==> src/rtl/sal_addr_pkg.sv <==
// Address-map types and field decoders shared by the bank request router and its FIFOs.
// Decoders take geometry as arguments so one package serves every instance width.
package sal_addr_pkg;

    typedef enum logic [1:0] {
        MAP_ROW_BANK_COL  = 2'd0,
        MAP_BANK_ROW_COL  = 2'd1,
        MAP_ROW_XBANK_COL = 2'd2
    } map_mode_e;

    localparam int DEF_ID_W  = 4;
    localparam int DEF_RA_W  = 14;
    localparam int DEF_CA_W  = 10;
    localparam int DEF_LEN_W = 4;

    // Default-geometry request record; the router re-declares it at its own widths.
    typedef struct packed {
        logic [DEF_ID_W-1:0]  id;
        logic [DEF_RA_W-1:0]  ra;
        logic [DEF_CA_W-1:0]  ca;
        logic [DEF_LEN_W-1:0] len;
        logic                 wr;
    } bk_req_t;

    function automatic logic [63:0] addr_field(input logic [63:0] addr, input int lsb, input int w);
        logic [63:0] mask;
        mask = (64'd1 << w) - 64'd1;
        return (addr >> lsb) & mask;
    endfunction

    function automatic logic [63:0] get_col(input logic [63:0] addr, input int ofs_w, input int ca_w);
        return addr_field(addr, ofs_w, ca_w);
    endfunction

    function automatic logic [63:0] get_row(input logic [63:0] addr, input map_mode_e mode,
                                            input int ofs_w, input int ba_w,
                                            input int ra_w, input int ca_w);
        if (mode == MAP_BANK_ROW_COL) begin
            return addr_field(addr, ofs_w + ca_w, ra_w);
        end
        return addr_field(addr, ofs_w + ca_w + ba_w, ra_w);
    endfunction

    function automatic logic [63:0] get_bank(input logic [63:0] addr, input map_mode_e mode,
                                             input int ofs_w, input int ba_w,
                                             input int ra_w, input int ca_w);
        logic [63:0] bank;
        case (mode)
            MAP_BANK_ROW_COL:  bank = addr_field(addr, ofs_w + ca_w + ra_w, ba_w);
            MAP_ROW_XBANK_COL: bank = addr_field(addr, ofs_w + ca_w, ba_w)
                                    ^ addr_field(get_row(addr, mode, ofs_w, ba_w, ra_w, ca_w), 0, ba_w);
            default:           bank = addr_field(addr, ofs_w + ca_w, ba_w);
        endcase
        return bank;
    endfunction

endpackage

==> src/rtl/sal_req_fifo.sv <==
// Per-bank request queue: push visible at head next cycle, no bypass; full/empty registered.
// Push is dropped when full (a same-cycle pop does not make room), pop ignored when empty.
module sal_req_fifo
    import sal_addr_pkg::*;
#(
    parameter type req_t = bk_req_t,
    parameter int  DEPTH = 2,
    parameter int  CNT_W = $clog2(DEPTH + 1)
) (
    input  logic             clk,
    input  logic             rst,
    input  logic             push_i,
    input  req_t             push_dat_i,
    input  logic             pop_i,
    output req_t             head_dat_o,
    output logic             full_o,
    output logic             empty_o,
    output logic [CNT_W-1:0] cnt_o
);
    localparam int PTR_W = $clog2(DEPTH);

    req_t             mem_q [DEPTH];
    logic [PTR_W-1:0] wr_ptr_q, wr_ptr_d;
    logic [PTR_W-1:0] rd_ptr_q, rd_ptr_d;
    logic [CNT_W-1:0] cnt_q, cnt_d;
    logic             full_q, full_d;
    logic             empty_q, empty_d;
    logic             do_push, do_pop;

    // Pointers wrap for free because DEPTH is a power of two.
    always_comb begin
        do_push  = push_i && !full_q;
        do_pop   = pop_i && !empty_q;
        wr_ptr_d = wr_ptr_q + PTR_W'(do_push);
        rd_ptr_d = rd_ptr_q + PTR_W'(do_pop);
        cnt_d    = cnt_q + CNT_W'(do_push) - CNT_W'(do_pop);
        full_d   = (cnt_d == CNT_W'(DEPTH));
        empty_d  = (cnt_d == '0);
    end

    always_ff @(posedge clk) begin
        if (rst) begin
            wr_ptr_q <= '0;
            rd_ptr_q <= '0;
            cnt_q    <= '0;
            full_q   <= 1'b0;
            empty_q  <= 1'b1;
            for (int k = 0; k < DEPTH; k++) begin
                mem_q[k] <= '0;
            end
        end else begin
            wr_ptr_q <= wr_ptr_d;
            rd_ptr_q <= rd_ptr_d;
            cnt_q    <= cnt_d;
            full_q   <= full_d;
            empty_q  <= empty_d;
            if (do_push) begin
                mem_q[wr_ptr_q] <= push_dat_i;
            end
        end
    end

    assign head_dat_o = mem_q[rd_ptr_q];
    assign full_o     = full_q;
    assign empty_o    = empty_q;
    assign cnt_o      = cnt_q;

endmodule

==> src/rtl/sal_bank_req_router.sv <==
// Decodes AXI address requests into per-bank FIFOs; request visible to its bank one cycle after accept.
// aready drops only when the target bank FIFO is full, so a busy bank never blocks the others.
module sal_bank_req_router
    import sal_addr_pkg::*;
#(
    parameter int BK_CNT   = 4,
    parameter int ADDR_W   = 32,
    parameter int ID_W     = 4,
    parameter int LEN_W    = 4,
    parameter int RA_W     = 14,
    parameter int CA_W     = 10,
    parameter int OFS_W    = 3,
    parameter int DEPTH    = 2,
    parameter int MAP_MODE = 0
) (
    input  logic                                      clk,
    input  logic                                      rst,
    input  logic                                      avalid,
    output logic                                      aready,
    input  logic [ID_W-1:0]                           aid,
    input  logic [ADDR_W-1:0]                         aaddr,
    input  logic [LEN_W-1:0]                          alen,
    input  logic                                      awr,
    output logic [BK_CNT-1:0]                         bk_valid,
    input  logic [BK_CNT-1:0]                         bk_ready,
    output logic [BK_CNT-1:0][ID_W-1:0]               bk_id,
    output logic [BK_CNT-1:0][RA_W-1:0]               bk_ra,
    output logic [BK_CNT-1:0][CA_W-1:0]               bk_ca,
    output logic [BK_CNT-1:0][LEN_W-1:0]              bk_len,
    output logic [BK_CNT-1:0]                         bk_wr,
    output logic [BK_CNT-1:0][$clog2(DEPTH+1)-1:0]    bk_cnt
);
    localparam int        BA_W  = $clog2(BK_CNT);
    localparam int        CNT_W = $clog2(DEPTH + 1);
    localparam map_mode_e MODE  = map_mode_e'(MAP_MODE);

    typedef struct packed {
        logic [ID_W-1:0]  id;
        logic [RA_W-1:0]  ra;
        logic [CA_W-1:0]  ca;
        logic [LEN_W-1:0] len;
        logic             wr;
    } req_t;

    logic [63:0]       addr_ext;
    logic [BA_W-1:0]   bank;
    req_t              req_in;
    logic [BK_CNT-1:0] full;
    logic [BK_CNT-1:0] empty;
    logic [BK_CNT-1:0] push;
    req_t              head [BK_CNT];

    assign addr_ext   = 64'(aaddr);
    assign bank       = BA_W'(get_bank(addr_ext, MODE, OFS_W, BA_W, RA_W, CA_W));
    assign req_in.id  = aid;
    assign req_in.ra  = RA_W'(get_row(addr_ext, MODE, OFS_W, BA_W, RA_W, CA_W));
    assign req_in.ca  = CA_W'(get_col(addr_ext, OFS_W, CA_W));
    assign req_in.len = alen;
    assign req_in.wr  = awr;

    // Registered full flag keeps bk_ready off the aready path.
    assign aready = !rst && !full[bank];

    for (genvar i = 0; i < BK_CNT; i++) begin : g_bank
        assign push[i] = avalid && aready && (bank == BA_W'(i));

        sal_req_fifo #(
            .req_t (req_t),
            .DEPTH (DEPTH),
            .CNT_W (CNT_W)
        ) u_fifo (
            .clk        (clk),
            .rst        (rst),
            .push_i     (push[i]),
            .push_dat_i (req_in),
            .pop_i      (bk_ready[i]),
            .head_dat_o (head[i]),
            .full_o     (full[i]),
            .empty_o    (empty[i]),
            .cnt_o      (bk_cnt[i])
        );

        assign bk_valid[i] = !empty[i];
        assign bk_id[i]    = head[i].id;
        assign bk_ra[i]    = head[i].ra;
        assign bk_ca[i]    = head[i].ca;
        assign bk_len[i]   = head[i].len;
        assign bk_wr[i]    = head[i].wr;
    end

endmodule

==> config.mk <==
export PLATFORM = sky130hd
export DESIGN_NAME = sal_bank_req_router
export DESIGN_NICKNAME = d
export VERILOG_FILES = /design/src/rtl/sal_addr_pkg.sv /design/src/rtl/sal_req_fifo.sv /design/src/rtl/sal_bank_req_router.sv
export SDC_FILE = /design/constraint.sdc
export NUM_CORES = 1
export LEC_CHECK = 0
export ABC_AREA = 1
export CORE_AREA = 2 2 158 160
export DETAILED_ROUTE_END_ITERATION = 12
export DIE_AREA = 0 0 160 162
export GPL_TIMING_DRIVEN = 0
export HOLD_SLACK_MARGIN = 0.05
export PLACE_DENSITY_LB_ADDON = 0.25
export SETUP_SLACK_MARGIN = 0.15
export SKIP_CTS_REPAIR_TIMING = 1
export SLEW_MARGIN = 25
export SYNTH_ARGS = -nofsm -noshare
export SYNTH_HDL_FRONTEND = slang
export SYNTH_SLANG_ARGS = --single-unit
==> constraint.sdc <==
create_clock -name clk -period 3.05 [get_ports clk]
set_input_delay 0.4575 -clock clk [delete_from_list [all_inputs] [get_ports clk]]
set_output_delay 0.4575 -clock clk [all_outputs]
set_load 0.03 [all_outputs]
After elaboration in Yosys (flattened, before gate mapping)
Memories as Yosys holds them, arrays and structs flattened. A register that Yosys moved wholly into a read port is not among the register bits.
Cells that the tools add are included.

cells by class
  add/subtract/negate cells = 16
  magnitude comparators = 1
  equality and inequality tests = 7
  multiplexer cells = 32
  reductions and logical operators = 33

operators with widths
  kind                                                 number
  two-way mux 33 bit                                   4
  OR reduction 33 bit                                  4
  two-way mux 1 bit                                    27
  logical AND 1 bit                                    14
  == test 2 bit (second input constant)                6
  logical NOT 1 bit                                    10
  logical NOT 2 bit                                    5
  adder 1 bit                                          8
  adder 2 x 1 -> 2 bit                                 4
  subtractor 2 x 1 -> 2 bit                            4
  < comparator 2 x 3 -> 1 bit (second input constant)  1
  binary-select mux 1 bit (select 2 bit)               1
  == test 2 x 1 -> 1 bit (second input constant)       1

word-level totals
  register bits after elaboration = 24
  RAM bits = 264
  bits of input ports = 48
  output and inout bits = 145
  word-level logic and storage cells = 113
  memories kept = 4

memory list
  memory                  words  bits a word  read ports  clocked after Yosys merged registers in  wr ports  line                RTL
  g_bank[0].u_fifo.mem_q  2      33           1           1                                        2         sal_req_fifo.sv:22  req_t mem_q [DEPTH];
  g_bank[1].u_fifo.mem_q  2      33           1           1                                        2         sal_req_fifo.sv:22
  g_bank[2].u_fifo.mem_q  2      33           1           1                                        2         sal_req_fifo.sv:22
  g_bank[3].u_fifo.mem_q  2      33           1           1                                        2         sal_req_fifo.sv:22

Longest topological paths before layout
Gate-level depths: netlist of run 1.

  depth in word-level cells = 12
  mapped depth = 12
  gate-level depth less buffers = 11

By module
From an unflattened synthesis of run 1, not the netlist that was laid out.

second synthesis, totals
  cell total of the unflattened synthesis = 1326
  area total of the unflattened synthesis = 12866.1 um^2

modules (own cells, without submodules)
  module                                times used  cells an instance  area each (um^2)  seq. area each (um^2)
  sal_req_fifo at g_bank[0].u_fifo ...  2           325                3188.1            2102.0
  sal_req_fifo at g_bank[2].u_fifo ...  2           325                3186.8            2102.0
  sal_bank_req_router                   1           26                 116.4             0.0

Least setup slack after synthesis of run 1
Ideal clock, no wire load.

  path type = input -> register
  start point = input rst
  end point = memory g_bank[3].u_fifo.mem_q[0][0] in the netlist's numbering (enable)
  arrival time = 2194 ps
  required time = 2659 ps
  setup slack = 466 ps
  cell stages on the path = 8
  buffers on the path = 3
  path through = clkbuf_1 -> inv_1 -> nand3_2 -> nor2_4 -> buf_12 -> nand4_4 -> buf_6 -> nand2_1

RTL lines
  item                line                       RTL
  start: declaration  sal_bank_req_router.sv:17  input logic rst,
  end: declaration    sal_req_fifo.sv:22

==> impl_metrics.csv, run 1 <==
group,metric,value,unit
min_path,hp-class,"in -> reg",
sta,tightest_slew,0.705,ns
grt,grt_pass1_wl,47000,µm
synth,ys_ff_latch,288,
power,p_per_area,707,nW/µm²
worst_setup_path,worstSetupStartpointType,"flip-flop",
sta,fin_skew,0.0229,ns
detailed_routing,routed_via_density,5.03,
status,status,"finished, final reports clean",
synth,avgSynthCellArea,10.4,µm²
power,power,11.1,mW
detailed_routing,first_pass_iters,5,
synth,syn_nets,1221,
layout,final_cell_mix,"416 x nand2_1, 276 x nor2_1, 264 x edfxtp_1",
layout,final_nets,1448,
layout,design_area,15700,µm²
sta,rsz0062_at_grt,"yes",
worst_setup_path,reg2reg_depth,7,
layout,drive_gt1_frac,0.0934,
floorplan,fp.dieW,160,µm
detailed_routing,drcViolationCount,0,
layout,regArea,8410,µm²
clocking,cts_tree,"done",
clocking,numCtsBuffers,28,
sta,period_share,0.946,
power,vdd_drop_max,457,µV
sta,min_period,2.88,ns
worst_setup_path,crit_type,"reg -> out",
layout,instances_no_fill,1738,
layout,fillers,1942,
clocking,htree_levels,1,
layout,multi_input_area,3090,µm²
place,gp_congestion,0.788,
grt,track_usage,0.239,
clocking,clockRootBuffer,"clkbuf_16",
clocking,path_clk_slew,0.06,ns
layout,finish.utilization,0.652,
floorplan,core,24100,µm²
layout,n_antenna_cell,0,
synth,synth_cells,1165,
job,drv_cap,0,
sta,slew-limit-headroom,0.530,
floorplan,num_io_pins,193,
sta,tns,0,ns
synth,yosysSeqAreaShare,0.694,
synth,synth_top_area_share,0.654,
synth,ys_warn_count,0,
worst_setup_path,end_kind,"output pin",
sta,hold_violations,0,
grt,overflow,0,
sta,clock.fmax,347,MHz
floorplan,rows,57,
sta,setup_viol,0,
place,placed_cells,1682,
detailed_routing,detail-route-antenna-nets,0,
synth,ys_types,22,
detailed_routing,vias,8748,
floorplan,design.die.area,25900,µm²
clocking,clock_path_buffers,3,
synth,yosysTopAreaCell,"edfxtp_1",
sta,slew_violations,0,
detailed_routing,wl_per_cell,17.9,µm
place,dp_slack,-0.166,ns
worst_setup_path,arrival,2.43,ns
floorplan,initial_core_util,0.503,
place,port_buffers,185,
clocking,insertion_delay,0.54,ns
clocking,cts_num_sinks,288,
power,p_leak,7.20,nW
grt,grt_pass1_vias,8526,
worst_setup_path,path_max_fanout,10,
sta,setup_ws,0.165,ns
detailed_routing,wirelength,31100,µm
grt,grt_max_degree,20,
place,dp_hpwl,21200,µm
worst_setup_path,crit_required,2.59,ns
detailed_routing,drtIter0Drc,796,
layout,final_common_cell,"nand2_1",
place,dpl_cell_area,14600,µm²
min_path,whs_path_depth,2,
synth,synth_area,12100,µm²
layout,syn_to_final_growth,29.6,%
grt,antenna_found_initial,0,
floorplan,die_h,162,µm
synth,synthTopCellsByArea,"edfxtp_1 65%, nand2_1 13%, nor2_1 8.6%",
sta,holdWs,0.332,ns
## cell families after synthesis
kind of cell               share of synthesized area
buffers and inverters                         0.0525
xor gates and xnor gates                     0.00578
and+or+nand+nor                                0.235
DFF                                            0.694
AOI/OAI and AO/OA                            0.00496
adders and majority gates                    0.00826
## path summary, 6_finish.rpt
kind	start	endpoint	slack, ns
hold / removal	rst	g_bank[1].u_fifo.cnt_o[0]	0.33
setup / recovery	g_bank[3].u_fifo.rd_ptr_q	bk_ra[49]	0.17
setup reg to reg	g_bank[2].u_fifo.full_o	g_bank[1].u_fifo.mem_q[0][9]	0.65
hold reg to reg	g_bank[0].u_fifo.empty_o	g_bank[0].u_fifo.rd_ptr_q	0.57
## Yosys cell counts
| library cell | n |
|---|---|
| a21oi_1 | 4 |
| buf_12 | 1 |
| buf_2 | 9 |
| buf_6 | 16 |
| clkbuf_1 | 31 |
| clkinv_1 | 4 |
| dfxtp_1 | 24 |
| edfxtp_1 | 264 |
| ha_1 | 8 |
| inv_1 | 68 |
| inv_2 | 1 |
| nand2_1 | 424 |
| nand2_2 | 1 |
| nand3_1 | 5 |
| nand3_2 | 1 |
| nand4_2 | 3 |
| nand4_4 | 5 |
| nor2_1 | 276 |
| nor2_2 | 3 |
| nor2_4 | 1 |
| o21ai_0 | 8 |
| xor2_1 | 8 |
## layout make-up
cell class | count | share of cell area
Sequential cell | 288 | 0.535
Multi-Input combinational cell | 747 | 0.197
Timing Repair Buffer | 197 | 0.138
Clock buffer | 34 | 0.0474
Buffer | 57 | 0.0261
Tap cell | 324 | 0.0258
Inverter | 73 | 0.0182
Clock inverter | 18 | 0.0119
## flip-flops by register name, indices dropped and copies added, names as in the netlist
name	cells
g_bank.u_fifo.cnt_o	8
g_bank.u_fifo.wr_ptr_q	4
g_bank.u_fifo.mem_q	264
g_bank.u_fifo.full_o	4
g_bank.u_fifo.empty_o	4
g_bank.u_fifo.rd_ptr_q	4
## per-layer routing
layer | part of all wire | up-vias | wire length (µm) | global-route usage
met5 | 0 | - | 0 | 0
met4 | 0.019 | 0 | 606 | 0.0696
met3 | 0.081 | 43 | 2510 | 0.0444
met2 | 0.50 | 340 | 15600 | 0.415
met1 | 0.40 | 4188 | 12400 | 0.310
li1 | - | 4177 | - | -
## critical path, cell delays in order, from the launching register on
cell,delay [ns]
dfxtp_1,0.29
clkbuf_2,0.22
clkinvlp_4,0.16
clkbuf_2,0.30
nand2_1,0.11
nand2_1,0.11
clkdlybuf4s50_1,0.68
## power breakdown
part	switching (mW)	total, mW	internal, mW
sequential	0.0799	4.66	4.58
combinational	1.92	2.93	1.02
clock	1.44	3.51	2.07
(Power assumes the default switching activity.)
==> inputs of run 2 (changes only) <==
--- a/config.mk
+++ b/config.mk
@@ -5,11 +5,10 @@
 export SDC_FILE = /design/constraint.sdc
 export NUM_CORES = 1
 export LEC_CHECK = 0
-export ABC_AREA = 1
-export CORE_AREA = 2 2 158 160
+export CORE_AREA = 2 2 159 161
 export DETAILED_ROUTE_END_ITERATION = 12
-export DIE_AREA = 0 0 160 162
-export GPL_TIMING_DRIVEN = 0
+export DIE_AREA = 0 0 161 163
+export GPL_TIMING_DRIVEN = 1
 export HOLD_SLACK_MARGIN = 0.05
 export PLACE_DENSITY_LB_ADDON = 0.25
 export SETUP_SLACK_MARGIN = 0.15
==> impl_metrics.csv, run 2 <==
group,metric,value,unit
worst_setup_path,critPathBufInv,2,
grt,grt_pass1_vias,7750,
sta,fin_skew,0.0198,ns
grt,globalRouteMet1Util,0.307,
detailed_routing,drtIter0Drc,505,
synth,yosysSeqAreaShare,0.686,
sta,hold_violations,0,
grt,track_usage,0.228,
floorplan,initial_core_util,0.497,
worst_setup_path,crit_type,"reg -> out",
grt,top_usage_layer,"met2",
worst_setup_path,worstSetupStartpointType,"flip-flop",
synth,avgSynthCellArea,14.3,µm²
floorplan,core,24700,µm²
grt,use_met3,0.0354,
sta,tightest_slew,0.589,ns
detailed_routing,drcViolationCount,0,
floorplan,die_h,163,µm
power,vdd_drop_max,500,µV
sta,period_share,0.925,
synth,synth_area,12300,µm²
floorplan,num_io_pins,193,
layout,top_register,"g_bank.u_fifo.mem_q",
sta,clock.fmax,354,MHz
clocking,path_clk_slew,0.06,ns
power,p_leak,5.83,nW
worst_setup_path,slowest_stage,"clkdlybuf4s50_1",
worst_setup_path,path_cells,"buf_12 > mux2_2 > clkdlybuf4s50_1",
detailed_routing,routed_via_density,5.32,
synth,ys_warn_count,0,
clocking,htree_levels,1,
power,p_per_area,687,nW/µm²
grt,use_met2,0.392,
synth,async_flop_share,0,
job,drv_cap,0,
synth,synth_edf_count,264,
clocking,numCtsBuffers,29,
worst_setup_path,arrival,2.36,ns
detailed_routing,wirelength,29900,µm
layout,fillers,1875,
min_path,hp-class,"in -> reg",
worst_setup_path,reg2reg_depth,3,
worst_setup_path,critical_path.top_delay_family,"buffers and inverters",
worst_setup_path,end_kind,"output pin",
layout,final_common_cell,"edfxtp_1",
sta,slew-limit-headroom,0.604,
worst_setup_path,path_max_fanout,25,
layout,drive_gt1_frac,0.214,
synth,syn_nets,914,
place,port_buffers,186,
clocking,clock_path_buffers,3,
grt,grt_pass1_wl,44700,µm
layout,final_nets,1114,
detailed_routing,first_pass_iters,4,
place,gp_congestion,0.770,
sta,min_period,2.82,ns
layout,finish.utilization,0.635,
worst_setup_path,crit_required,2.59,ns
sta,rsz0062_at_grt,"no",
layout,largest_reg_flops,264,
min_path,whs_path_depth,3,
synth,yosysMostFrequentCell,"edfxtp_1",
clocking,insertion_delay,0.54,ns
grt,grt_max_degree,35,
synth,yosysTopAreaCell,"edfxtp_1",
layout,multi_input_area,3610,µm²
layout,final_cell_mix,"264 x edfxtp_1, 185 x clkdlybuf4s50_1, 149 x nor2_1",
synth,synth_top_area_share,0.647,
place,dp_hpwl,18600,µm
clocking,cts_num_sinks,288,
floorplan,fp.dieW,161,µm
synth,synth_cells,858,
layout,syn_to_final_growth,27.9,%
layout,regArea,8410,µm²
floorplan,rows,58,
synth,synth_top_flop_cell,"edfxtp_1",
worst_setup_path,cp.depth,3,
sta,setup_viol,0,
worst_setup_path,slowest_delay,0.61,ns
synth,ys_ff_latch,288,
synth,synth_common_cells,"264 x edfxtp_1, 149 x nor2_1, 132 x and2_1, 132 x mux2_2, 35 x nand2_1",
clocking,cts_tree,"done",
grt,overflow,0,
synth,synthTopCellsByArea,"edfxtp_1 65%, mux2_2 12%, and2_1 6.7%",
synth,ys_types,31,
floorplan,design.die.area,26200,µm²
status,status,"finished, final reports clean",
grt,antenna_found_initial,1,
detailed_routing,detail-route-antenna-nets,0,
sta,tns,0,ns
layout,n_antenna_cell,0,
detailed_routing,wl_per_cell,21.2,µm
clocking,clockRootBuffer,"clkbuf_16",
detailed_routing,vias,7498,
sta,slew_violations,0,
[run 2: cell types whose count changed in the layout (fill, tap and decap cells not counted), moves of 17 or more]
cell	change
nor2_1	-127
and2_1	+132
mux2_2	+132
nand2_1	-383
dlymetal6s2s_1	-28
clkdlybuf4s50_1	+28
clkbuf_2	-17
inv_1	-55
[run 2: layout make-up]
class / instances / area share
clock buffers: 32 / 0.0470
clock inverters: 21 / 0.0135
inverters: 13 / 0.00311
multi-input cells: 509 / 0.230
flip-flops and latches: 288 / 0.537
well taps: 330 / 0.0263
repair buffers: 217 / 0.143
[run 2: worst paths after layout]
check,start,endpoint,slack [ns]
worst min register to register,g_bank[1].u_fifo.wr_ptr_q,g_bank[1].u_fifo.wr_ptr_q,0.52
worst max-delay path,g_bank[3].u_fifo.rd_ptr_q,bk_id[15],0.23
worst min-delay path,avalid,g_bank[1].u_fifo.wr_ptr_q,0.51
worst max register to register,g_bank[3].u_fifo.wr_ptr_q,g_bank[3].u_fifo.mem_q[1][28],1.37
[run 2: cells by family after synthesis]
family | synth area share
AOI/OAI and AO/OA | 0.00510
muxes | 0.123
buffers and inverters | 0.0215
DFF | 0.686
adders and majority gates | 0.00817
and+or+nand+nor | 0.146
xor gates and xnor gates | 0.0102
[run 2: report_power, final]
part / switching [mW] / internal, mW
clock: 1.45 / 2.08
combinational: 1.42 / 1.12
sequential: 0.132 / 4.58
total: 3.00 / 7.77
[run 2: tightest hold or removal path, cell delays in order]
cell and delay, ns:
buf_2 0.21, and3_1 0.21, o21bai_1 0.13
[run 2: per-stage QoR]
step	hold WS [ns]	instances	power (mW)	cell area (µm²)	worst slack (ns)
6_report	0.514	1410	10.8	15700	0.229
5_1_grt	0.538	1410	11.1	15700	0.165
4_1_cts	0.491	1410	10.8	15700	0.219
3_5_place_dp	0.514	1357	7.33	14700	0.301
3_3_place_gp	0.503	1357	7.31	14700	0.294
2_1_floorplan	0.466	858	6.27	12300	0.747
[run 2: layer usage]
layer,part of all wire,up-vias
met3,0.064,34
met4,0.017,2
li1,-,3415
met5,0.00054,-
met1,0.43,3766
met2,0.49,281
